File: src/rtl/asyn_fifo_pkg.sv
// Shared async FIFO helpers: gray/binary conversion and default sizes.
package asyn_fifo_pkg;

    localparam int ADDR_SIZE_DEF   = 3;
    localparam int SYNC_STAGES_DEF = 2;

    function automatic logic [15:0] bin2gray(input logic [15:0] b);
        logic [15:0] g;
        g[15] = b[15];
        for (int i = 0; i < 15; i++) begin
            g[i] = b[i] ^ b[i+1];
        end
        return g;
    endfunction

    // Each binary bit is the XOR of all gray bits at or above it.
    function automatic logic [15:0] gray2bin(input logic [15:0] g);
        logic [15:0] b;
        b[15] = g[15];
        for (int i = 14; i >= 0; i--) begin
            b[i] = b[i+1] ^ g[i];
        end
        return b;
    endfunction

endpackage

File: src/rtl/sync_ff.sv
// Multi-flop clock-domain synchronizer with asynchronous active-high reset.
module sync_ff #(
    parameter int WIDTH  = 1,
    parameter int STAGES = 2
) (
    input  logic             clk,
    input  logic             rst,
    input  logic [WIDTH-1:0] d,
    output logic [WIDTH-1:0] q
);

    logic [STAGES-1:0][WIDTH-1:0] ff;

    always_ff @(posedge clk or posedge rst) begin
        if (rst) begin
            ff <= '0;
        end else begin
            ff <= {ff[STAGES-2:0], d};
        end
    end

    assign q = ff[STAGES-1];

endmodule

File: src/rtl/rptr_empty.sv
// Read-side pointer and empty flag of the async FIFO.
// Define RPTR_LEVEL_EN to add the rlevel / ralmost_empty outputs.
module rptr_empty
    import asyn_fifo_pkg::*;
#(
    parameter int ADDR_SIZE     = ADDR_SIZE_DEF,
    parameter int SYNC_STAGES   = SYNC_STAGES_DEF,
    parameter int AEMPTY_THRESH = 1
) (
    input  logic                 rclk,
    input  logic                 rrst,
    input  logic                 rpop,
    input  logic [ADDR_SIZE:0]   wptr,
    output logic                 rempty,
    output logic                 ren,
    output logic [ADDR_SIZE-1:0] raddr,
    output logic [ADDR_SIZE:0]   rptr
`ifdef RPTR_LEVEL_EN
    ,
    output logic [ADDR_SIZE:0]   rlevel,
    output logic                 ralmost_empty
`endif
);

    localparam int PW = ADDR_SIZE + 1;

    logic [ADDR_SIZE:0] sync_wptr;
    logic [ADDR_SIZE:0] rbin;
    logic [ADDR_SIZE:0] rbin_next;
    logic [ADDR_SIZE:0] rgray_next;

    sync_ff #(
        .WIDTH  (PW),
        .STAGES (SYNC_STAGES)
    ) u_wptr_sync (
        .clk (rclk),
        .rst (rrst),
        .d   (wptr),
        .q   (sync_wptr)
    );

    assign ren        = rpop & ~rempty;
    assign rbin_next  = rbin + {{ADDR_SIZE{1'b0}}, ren};
    assign rgray_next = PW'(bin2gray(16'(rbin_next)));

    // Comparing the next pointer makes the last pop flag empty on its own edge.
    always_ff @(posedge rclk or posedge rrst) begin
        if (rrst) begin
            rbin   <= '0;
            rptr   <= '0;
            rempty <= 1'b1;
        end else begin
            rbin   <= rbin_next;
            rptr   <= rgray_next;
            rempty <= (rgray_next == sync_wptr);
        end
    end

    assign raddr = rbin[ADDR_SIZE-1:0];

`ifdef RPTR_LEVEL_EN
    logic [ADDR_SIZE:0] wbin;
    logic [ADDR_SIZE:0] level_next;

    assign wbin       = PW'(gray2bin(16'(sync_wptr)));
    assign level_next = wbin - rbin_next;

    always_ff @(posedge rclk or posedge rrst) begin
        if (rrst) begin
            rlevel        <= '0;
            ralmost_empty <= 1'b1;
        end else begin
            rlevel        <= level_next;
            ralmost_empty <= (level_next <= PW'(AEMPTY_THRESH));
        end
    end
`endif

endmodule

File: config.mk
export PLATFORM = sky130hd
export DESIGN_NAME = rptr_empty
export DESIGN_NICKNAME = d
export VERILOG_FILES = /design/src/rtl/asyn_fifo_pkg.sv /design/src/rtl/sync_ff.sv /design/src/rtl/rptr_empty.sv
export SDC_FILE = /design/constraint.sdc
export NUM_CORES = 1
export LEC_CHECK = 0
export ABC_AREA = 1
export CORE_MARGIN = 2
export CORE_UTILIZATION = 46
export CTS_CLUSTER_SIZE = 10
export DETAILED_ROUTE_END_ITERATION = 16
export GPL_TIMING_DRIVEN = 0
export PLACE_DENSITY_LB_ADDON = 0.15
export SYNTH_ARGS = -nofsm -noshare
export SYNTH_HDL_FRONTEND = slang
export SYNTH_HIERARCHICAL = 1
export SYNTH_SLANG_ARGS = --single-unit
File: constraint.sdc
create_clock -name rclk -period 2.36 [get_ports rclk]
set_input_delay 0.472 -clock rclk [delete_from_list [all_inputs] [get_ports rclk]]
set_output_delay 0.472 -clock rclk [all_outputs]
set_load 0.03 [all_outputs]
==> impl_metrics.env <==
export IMPL_met2_usage_pct=26.2
export IMPL_yosysTopAreaCellShare_pct=54.8
export IMPL_worstHoldStart="u_wptr_sync/ff[3]"
export IMPL_cts_sinks=16
export IMPL_yosysTopAreaCell="dfrtp_1"
export IMPL_clk_pin_slew_ns=0.09
export IMPL_met3_usage_pct=2.59
export IMPL_ys_warn_count=6
export IMPL_vdd_drop_max_uv=652
export IMPL_route_detailed_drc=0
export IMPL_layout_drive_gt1_share_pct=13.2
export IMPL_finalSetupViolCount=0
export IMPL_gp_congestion=0.706
export IMPL_core_area_um2=1350
export IMPL_grt_pass1_wl_um=1860
export IMPL_powerDensity_nw_per_um2=1370
export IMPL_period_needed_ns=2.24
export IMPL_hold_class="flip-flop to flip-flop"
export IMPL_wl_um=1050
export IMPL_r2r_end="rempty"
export IMPL_worst_setup_path_type="input pin to output pin"
export IMPL_crit_required_ns=1.89
export IMPL_area_growth_pct=28.5
export IMPL_grt_pass1_vias=474
export IMPL_diodes=0
export IMPL_cts_root_buf="clkbuf_4"
export IMPL_ant_nets=0
export IMPL_cts_buffer_depth=2
export IMPL_num_nets_final=101
export IMPL_reg2reg_depth=8
export IMPL_cts_tree="done"
export IMPL_dieArea_um2=1810
export IMPL_syn_area_um2=684
export IMPL_cts_max_level=1
export IMPL_ys_seq_area_share_pct=58.7
export IMPL_tns_ns=0
export IMPL_worst_pin_slew_ns=0.332
export IMPL_ios=16
export IMPL_fmax_mhz=447
export IMPL_top_usage_layer="met2"
export IMPL_place_area_um2=853
export IMPL_cts_buffers=3
export IMPL_final_cell_area_um2=880
export IMPL_cts_setup_buffers=0
export IMPL_start_util_pct=50.7
export IMPL_slew_viol_final=0
export IMPL_status="finished clean"
export IMPL_dr_pass1_iters=5
export IMPL_antenna_found_initial=0
export IMPL_clock_latency_ns=0.27
export IMPL_rsz0062_at_grt="false"
export IMPL_startpoint_type="input pin"
export IMPL_cts_hold_buf=0
export IMPL_r2r_start="rempty"
export IMPL_synth_fp_nets=81
export IMPL_placementRows=13
export IMPL_hold_depth=0
export IMPL_finalClockSkew_ns=0.00775
export IMPL_track_usage_pct=13.8
export IMPL_synth_cells=72
export IMPL_vias=515
export IMPL_overflow=0
export IMPL_ys_seq_elements=16
export IMPL_cp_max_fo=2
export IMPL_post_cts_resized=0
export IMPL_maxCapViolations=0
export IMPL_end_kind="output pin"
export IMPL_dp_hpwl_um=893
export IMPL_postSynthAreaPerCell_um2=9.51
export IMPL_period_share_pct=94.8
export IMPL_synth_area_leaders="dfrtp_1 (55%), nand3_1 (9.5%), nand2_1 (9.3%)"
export IMPL_wl_per_cell_um=9.92
export IMPL_cp_data_arrival_time_ns=1.77
export IMPL_use_met1_pct=15.5
export IMPL_hold_viol_final=0
export IMPL_chipWidth_um=42.6
export IMPL_rrSetupSlack_ns=0.57
export IMPL_leakage_nw=0.460
export IMPL_die_y_um=42.6
export IMPL_min_to="u_wptr_sync/q[3]"
export IMPL_drtIter0Drc=9
export IMPL_grt_max_degree=10
export IMPL_viasPerCell=4.86
export IMPL_relSlewSlack_pct=77.8
export IMPL_yosysUniqueCellTypes=12
export IMPL_place_port_buffers=15
==> cells in the mapped netlist <==
library cell,number
nor2_1,2
buf_4,4
ha_1,2
dfrtp_1,15
xor2_1,1
inv_1,12
dfstp_2,1
nand3_1,13
nand2_1,17
nand4_2,1
nand2_2,3
nand4_1,1
==> per-layer routing <==
layer	vias up	wire length, um
met1	238	448
met2	16	559
met5	-	0
li1	261	-
met3	0	43
met4	0	0
==> cells in the final DEF, fill, tap and decap left out <==
master and instances:
inv_1 12, nand2_1 17, clkdlybuf4s50_1 15, clkbuf_1 1, clkbuf_4 3, xor2_1 1
buf_4 4, nand3_1 13, nand4_2 1, nand4_1 1, dfrtp_1 15, nor2_1 2
dfstp_2 1, nand2_2 3, ha_1 2
==> state kept, by name, summed over array words and instances, names as in the netlist <==
signal,count
rbin,4
u_wptr_sync/q,4
rptr,3
rempty,1
u_wptr_sync/ff,4
==> area by class of cell <==
class / instances / area [um^2]
clock buffers: 4 / 26.3
multi-input cells: 40 / 208
repair buffers: 15 / 150
fillers: 123 / 470
flip-flops and latches: 16 / 402
plain buffers: 4 / 30.0
inverters: 12 / 45.0
well taps: 15 / 18.8
==> per-stage QoR <==
stage / setup WS (ns) / std cells / power (mW) / hold WS (ns) / util [%]
finish: 0.122 / 106 / 1.21 / 0.356 / 65.2
global route: 0.0810 / 106 / 1.32 / 0.363 / 65.2
CTS: 0.111 / 106 / 1.23 / 0.360 / 65.2
detailed placement: 0.0570 / 102 / 1.08 / 0.340 / 63.2
global placement: 0.0851 / 102 / 1.06 / 0.333 / 63.2
floorplan: 0.264 / 72 / 0.866 / 0.287 / -
==> worst max-delay path, cell delays in order <==
cell	delay (ns)
clkdlybuf4s50_1	0.45
inv_1	0.04
nor2_1	0.12
clkdlybuf4s50_1	0.68
==> worst max-delay path by stage <==
stage / startpoint / end / slack (ns) / cells after the start
6_report: rpop / ren / 0.12 / 4
5_1_grt: rpop / ren / 0.08 / 4
4_1_cts: rpop / ren / 0.11 / 4
3_5_place_dp: rpop / rempty / 0.06 / 10
3_3_place_gp: rpop / rempty / 0.09 / 10
2_1_floorplan: rpop / rempty / 0.26 / 9
==> cells by family after synthesis <==
family | Yosys count | share of synthesized area [%]
XOR/XNOR | 1 | 1.28
adder cells (fa/ha/maj) | 2 | 3.66
buffers and inverters | 16 | 11.0
flip-flops | 16 | 58.7
AND/OR/NAND/NOR | 37 | 25.4
==> report_power, final <==
| group | switching, mW | internal [mW] |
|---|---|---|
| logic | 0.399 | 0.260 |
| clock network | 0.0755 | 0.0654 |
| registers | 0.0525 | 0.355 |
| total | 0.527 | 0.681 |
Power figures use the tool's default switching activity.
